### src/rtl/regfile_param.sv
// rtl/regfile_param.sv - parametrised register file, two async read ports, one write port, clear sequencer
// Optional write-through forwarding: define REGFILE_BYPASS_EN.
module regfile_param #(
    parameter int                 WIDTH    = 8,
    parameter int                 ADDR_W   = 2,
    parameter int                 ZERO_REG = 0,
    parameter logic [WIDTH-1:0]   CLR_VAL  = '0
) (
    input  logic              clk,
    input  logic              reset,
    input  logic              wr_en,
    output logic              wr_ready,
    input  logic [ADDR_W-1:0] dr,
    input  logic [WIDTH-1:0]  wr_data,
    input  logic [ADDR_W-1:0] sr1,
    input  logic [ADDR_W-1:0] sr2,
    output logic [WIDTH-1:0]  rd_data1,
    output logic [WIDTH-1:0]  rd_data2,
    input  logic              clr_req,
    output logic              clr_busy,
    output logic              clr_done
);

    localparam int DEPTH = 2 ** ADDR_W;

    typedef enum logic {
        IDLE,
        CLEAR
    } state_t;

    state_t             state_q, state_d;
    logic [ADDR_W-1:0]  idx_q, idx_d;
    logic [WIDTH-1:0]   mem_q [DEPTH];
    logic [WIDTH-1:0]   mem_d [DEPTH];
    logic               wr_ready_q, wr_ready_d;
    logic               clr_busy_q, clr_busy_d;
    logic               clr_done_q, clr_done_d;
    logic               wr_fire;

    assign wr_fire = wr_en & wr_ready_q;

    // Outputs are registered from the next-state decode so they line up with state_q.
    always_comb begin
        state_d = state_q;
        idx_d   = idx_q;
        mem_d   = mem_q;
        case (state_q)
            IDLE: begin
                if (wr_fire && !(ZERO_REG != 0 && dr == '0)) begin
                    mem_d[dr] = wr_data;
                end
                if (clr_req) begin
                    state_d = CLEAR;
                    idx_d   = '0;
                end
            end
            CLEAR: begin
                mem_d[idx_q] = CLR_VAL;
                if (&idx_q) begin
                    state_d = IDLE;
                    idx_d   = '0;
                end else begin
                    idx_d = idx_q + 1'b1;
                end
            end
            default: state_d = IDLE;
        endcase
        wr_ready_d = (state_d == IDLE);
        clr_busy_d = (state_d == CLEAR);
        clr_done_d = (state_d == CLEAR) && (&idx_d);
    end

    always_ff @(posedge clk) begin
        if (reset) begin
            state_q    <= IDLE;
            idx_q      <= '0;
            wr_ready_q <= 1'b1;
            clr_busy_q <= 1'b0;
            clr_done_q <= 1'b0;
            for (int i = 0; i < DEPTH; i++) begin
                mem_q[i] <= CLR_VAL;
            end
        end else begin
            state_q    <= state_d;
            idx_q      <= idx_d;
            wr_ready_q <= wr_ready_d;
            clr_busy_q <= clr_busy_d;
            clr_done_q <= clr_done_d;
            mem_q      <= mem_d;
        end
    end

    function automatic logic [WIDTH-1:0] read_port(input logic [ADDR_W-1:0] sr);
        logic [WIDTH-1:0] val;
`ifdef REGFILE_BYPASS_EN
        if (wr_fire && sr == dr) begin
            val = wr_data;
        end else if (state_q == CLEAR && sr == idx_q) begin
            val = CLR_VAL;
        end else begin
            val = mem_q[sr];
        end
`else
        val = mem_q[sr];
`endif
        if (ZERO_REG != 0 && sr == '0) begin
            val = '0;
        end
        return val;
    endfunction

    assign rd_data1 = read_port(sr1);
    assign rd_data2 = read_port(sr2);
    assign wr_ready = wr_ready_q;
    assign clr_busy = clr_busy_q;
    assign clr_done = clr_done_q;

endmodule

### config.mk
export PLATFORM = sky130hd
export DESIGN_NAME = regfile_param
export DESIGN_NICKNAME = d
export VERILOG_FILES = /design/src/rtl/regfile_param.sv
export SDC_FILE = /design/constraint.sdc
export NUM_CORES = 1
export LEC_CHECK = 0
export ABC_AREA = 1
export CORE_ASPECT_RATIO = 0.8
export CORE_UTILIZATION = 52
export DETAILED_ROUTE_END_ITERATION = 10
export HOLD_SLACK_MARGIN = 0.03
export PLACE_DENSITY = 0.88
export SLEW_MARGIN = 25
export SYNTH_ARGS = -nofsm -noshare
export SYNTH_HDL_FRONTEND = slang
export SYNTH_SLANG_ARGS = --single-unit
### constraint.sdc
create_clock -name clk -period 1.2 [get_ports clk]
set_input_delay 0.24 -clock clk [delete_from_list [all_inputs] [get_ports clk]]
set_output_delay 0.24 -clock clk [all_outputs]
set_load 0.02 [all_outputs]
# After elaboration in Yosys (flattened, before gate mapping)

Cells that the tools add are included.

Register bits: 37
Input bits: 18

Add/subtract/negate cells: 1
Magnitude comparators: 6
Equality and inequality tests: 1
Multiplexer cells: 19
Bitwise operators: 9
Reductions and logical operators: 5

Operators by type and width:

| operator                                                              | number |
|---|---|
| 32-bit case mux with 2 select lines                                   | 1 |
| 8-bit two-way mux                                                     | 6 |
| 32-bit AND                                                            | 1 |
| 8-bit binary-select mux with 2-bit select                             | 2 |
| 32-bit bitwise mux                                                    | 1 |
| 8-bit demux with 2-bit select                                         | 2 |
| 32-bit two-way mux                                                    | 1 |
| 32-bit inverter                                                       | 1 |
| 3-bit greater-or-equal comparator (second input constant)             | 4 |
| 2-bit inverter with 3-bit output                                      | 4 |
| 3-bit by 1-bit < comparator with 1-bit output (second input constant) | 2 |
| 2-bit two-way mux                                                     | 2 |
| 2-bit case mux with 2 select lines                                    | 1 |
| 2-bit AND reduction                                                   | 2 |
| 1-bit logical AND                                                     | 3 |
| 2-bit by 1-bit adder with 2-bit output (second input constant)        | 1 |
| 1-bit two-way mux                                                     | 2 |
| 2-bit inequality test (second input constant)                         | 1 |
| 1-bit inverter                                                        | 2 |
| 1-bit case mux with 2 select lines                                    | 1 |
| 1-bit AND                                                             | 1 |

# Longest topological paths before layout

Depth after elaboration: 8
Mapped depth: 7
Depth with buffers taken out: 6

# Worst setup path before layout

No wires, ideal clock.

Kind: flip-flop to flip-flop
Start: register wr_ready_q, in the netlist wr_ready
End: register mem_q[28] in the netlist's numbering
Arrival: 1.136 ns
Data required time: 1.068 ns
Slack: -0.069 ns
Cell stages (with the launch flop): 6
Path buffers: 0
Cell sequence: dfxtp_1 -> nand2_2 -> nor2_4 -> nand2_1 -> nand3_1 -> a21oi_1

Longest elaborated chain between the ends: 2

Ends and longest elaborated chain:

| what                                   | line | RTL |
|---|---|---|
| from (decl)                            | 35   | `logic wr_ready_q, wr_ready_d;` |
| from (signal assigned)                 | 86   | `wr_ready_q <= wr_ready_d;` |
| 1-bit AND                              | 40   | `assign wr_fire = wr_en & wr_ready_q;` |
| 2-bit inequality test (no source line) | --   |  |
| to (signal assigned)                   | 89   | `mem_q <= mem_d;` |
| to (decl)                              | 33   | `logic [WIDTH-1:0] mem_q [DEPTH];` |

Every way passes these cells.
A chain may end at the register's enable or synchronous reset.

# Worst setup path in the final report

Start: register mem_q[19] in the netlist's numbering
End: output rd_data1[3]

Longest elaborated chain between the ends: 3

Ends and longest elaborated chain:

| what                                                 | line | RTL |
|---|---|---|
| 8-bit binary-select mux with 2-bit select            | 104  | `val = mem_q[sr];` |
| 8-bit two-way mux (implied by the code) (2 in a row) | 104  |  |
| to (decl)                                            | 17   | `output logic [WIDTH-1:0] rd_data1,` |

Every way passes these cells. The select of a mux whose other input is x is not followed.

==> summary.md <==
| Metric | Value |
|---|---|
| Placed instance count | 430 |
| LEAKAGE | 1.470 nW |
| TritonRoute pass-1 iters | 6 |
| Die height | 58.34 um |
| Layout area overhead | 63.19% |
| Clock-pin slew on the worst setup and hold paths | 0.08 ns |
| Final Hold Fails | 0 |
| Crit Path Class | register to primary output |
| Final wirelength | 8.991 mm |
| Vias per cell | 6.293 |
| Synth warnings | 0 |
| Worst Skew | 0.008181 ns |
| Width of the die | 72.43 um |
| Total number of vias | 2,857 |
| #FFs+latches synth | 37 |
| GR Overflow Total | 0 |
| Vias in the first global route | 2,273 |
| Layout cells sized above 1 | 0.4887 |
| Slowest-stage cell, CP | dfxtp_4 |
| WP buf/inv | 1 |
| HP Class | input port to register |
| Critical-path maximum fanout | 3 |
| Wire per inst | 19.80 um |
| Ant diodes | 0 |
| Clk sink count | 37 |
| Synthesized netlist net count | 324 |
| Largest net degree at the start of global routing | 27 |
| Post-synth design cell area | 2063 um^2 |
| Setup Viol. Count Final | 26 |
| Worst path required time | 0.96 ns |
| Max VDD drop | 1.085 mV |
| Tightest Pin Transition | 0.2748 ns |
| Residual DRC | 0 |
| Final min period | 1.398 ns |
| Cell area after placement | 2821 um^2 |
| Quantity of I/O buffers inserted on ports | 36 |
| Power Dens Cells | 938.7 nW/um^2 |
| Die Area | 4225 um^2 |
| Synth area leader | dfxtp_1 |
| RSZ-0062 raised after global routing | true |
| Library cells used by synthesis | 23 |
| Final cell count without fillers | 454 |
| Count leader, synth | nor2_1 |
| CP startpoint kind | register |
| Status | finished, violations left |
| Worst setup margin | -0.1977 ns |
| Max Clock Freq | 715.4 MHz |
| # rows | 20 |
| Share of the synthesized area in the top cell type | 0.3590 |
| Setup_tns | -2.230 ns |
| Initial antenna violation count | 0 |
| Overall Global Routing Usage | 0.3304 |
| Post-synth top cells | nor2_1, nand3_1, dfxtp_1, nand2_1, o21ai_0 |
| Initial Utilization | 0.5424 |
| CP cell instances | o21ai_1 > o22ai_1 > buf_4 |
| Final slew viol count | 0 |
| Clock Path Buffers | 2 |
| Sequential cell area fraction in the yosys report | 0.3590 |
| Dpl hpwl | 4.571 mm |
| Layout Utilization | 0.8852 |
| Mapped Cells | 302 |
| Failing checks | setup timing |
| # IOs | 37 |
| GPL Wtd Cong | 0.9547 |
| Post-layout nets | 420 |
| Place WS | -0.8626 ns |
| CP Data Arrival Time | 1.16 ns |
| Avg Cell Area, Syn | 6.832 um^2 |
| Worst-Skew Late Latency | 0.30 ns |
| TritonCTS clock tree | built |
| Num CTS Buffers | 5 |
| Slew margin rel. | 0.8162 |
| Total of max-cap violations | 0 |
| Initial DRC count | 492 |
| Crit path largest cell delay | 0.37 ns |
| Post-synth EDFFs | 0 |
| Root buffer cell | clkbuf_8 |
| Crit-path leading delay family | flip-flops |
| First-pass GRT wire length | 10.47 mm |
| Primary FF master, synth | dfxtp_1 |
| Tcrit/Tclk final | 1.165 |
| Synth top area cells | dfxtp_1, nand3_1, nor2_1 |
| Setup crit end kind | primary output |
| Synth async-reset ratio | 0 |
| Finished Cell Area | 3367 um^2 |
| Core area | 3804 um^2 |
| Remaining antenna violation count | 0 |
| H-tree lvl count | 2 |
| Cts hold-fix bufs | 0 |
==> sequential cells by signal, summed over array words and instances (netlist names) <==
| name | flops |
|---|---|
| mem_q | 32 |
| wr_ready | 1 |
| idx_q | 2 |
| clr_busy | 1 |
| clr_done | 1 |
==> worst register-to-register path, cell delays in order, from the launching register on <==
cell and delay (ns):
dfxtp_2 0.35, inv_1 0.09, ha_1 0.26, nand2_4 0.16, nand3_2 0.11, a21oi_1 0.24
==> through the flow <==
stage	power [mW]	hold slack (ns)
after floorplan	1.689	0.4044
after global placement	2.019	0.5011
after detailed placement	2.035	0.5169
after CTS	2.951	0.5108
after global routing	3.233	0.4156
final	3.160	0.3903
==> final timing paths <==
check / from / endpoint / slack [ns] / cells past startpoint
max: mem_q[19] / rd_data1[3] / -0.20 / 3
min: wr_en / mem_q[22] / 0.39 / 5
max reg2reg: idx_q[0] / mem_q[11] / -0.12 / 5
min reg2reg: idx_q[1] / idx_q[1] / 0.52 / 2
==> layer usage <==
| metal | vias to the layer above | track usage | wire length (um) |
|---|---|---|---|
| met4 | 0 | 0.1232 | 586 |
| met5 | - | 0 | 0 |
| met3 | 86 | 0.05137 | 1204 |
| met1 | 1267 | 0.4395 | 3164 |
| met2 | 283 | 0.5474 | 4036 |
| li1 | 1221 | - | - |
==> final cells by class <==
class / instances / area [um^2]
inverters: 20 / 75.07
flip-flops and latches: 37 / 815.8
clock buffers: 6 / 82.58
multi-input cells: 235 / 1415
fillers: 192 / 436.7
repair buffers: 99 / 895.9
well taps: 55 / 68.82
clock inverters: 2 / 13.76
==> where the power goes <==
group / total, mW / leakage (nW) / internal (mW) / switching (mW)
clock network: 0.955 / 0.0512 / 0.466 / 0.489
registers: 1.29 / 0.320 / 1.25 / 0.0463
logic: 0.911 / 1.10 / 0.393 / 0.517
total: 3.16 / 1.47 / 2.11 / 1.05
==> cell families (layout without fill, tap and decap cells) <==
logic type	Yosys count	in the layout	synth area share
compound gates	75	75	0.1916
buf+inv	31	127	0.07034
fa+ha+maj	4	4	0.02426
simple gates	155	156	0.3548
flops	37	37	0.3590
==> timing repair <==
action,4_1_cts,5_1_grt
hold endpoints to repair,0,0
setup endpoints to repair,35,48
cloned,0,5
pin swaps,29,32
resized for setup,166,90
setup buffers,4,7
==> placed cells by master, fill, tap and decap left out, types with 9 or more instances in the layout <==
cell type,instances
inv_1,13
nor2_1,50
buf_4,57
nand3_1,40
clkdlybuf4s50_1,10
nor2_2,9
a21oi_1,24
nand2_1,32
dfxtp_4,12
dfxtp_2,24
o21ai_1,16
o21ai_2,16
buf_6,15
Power figures use the tool's default switching activity.
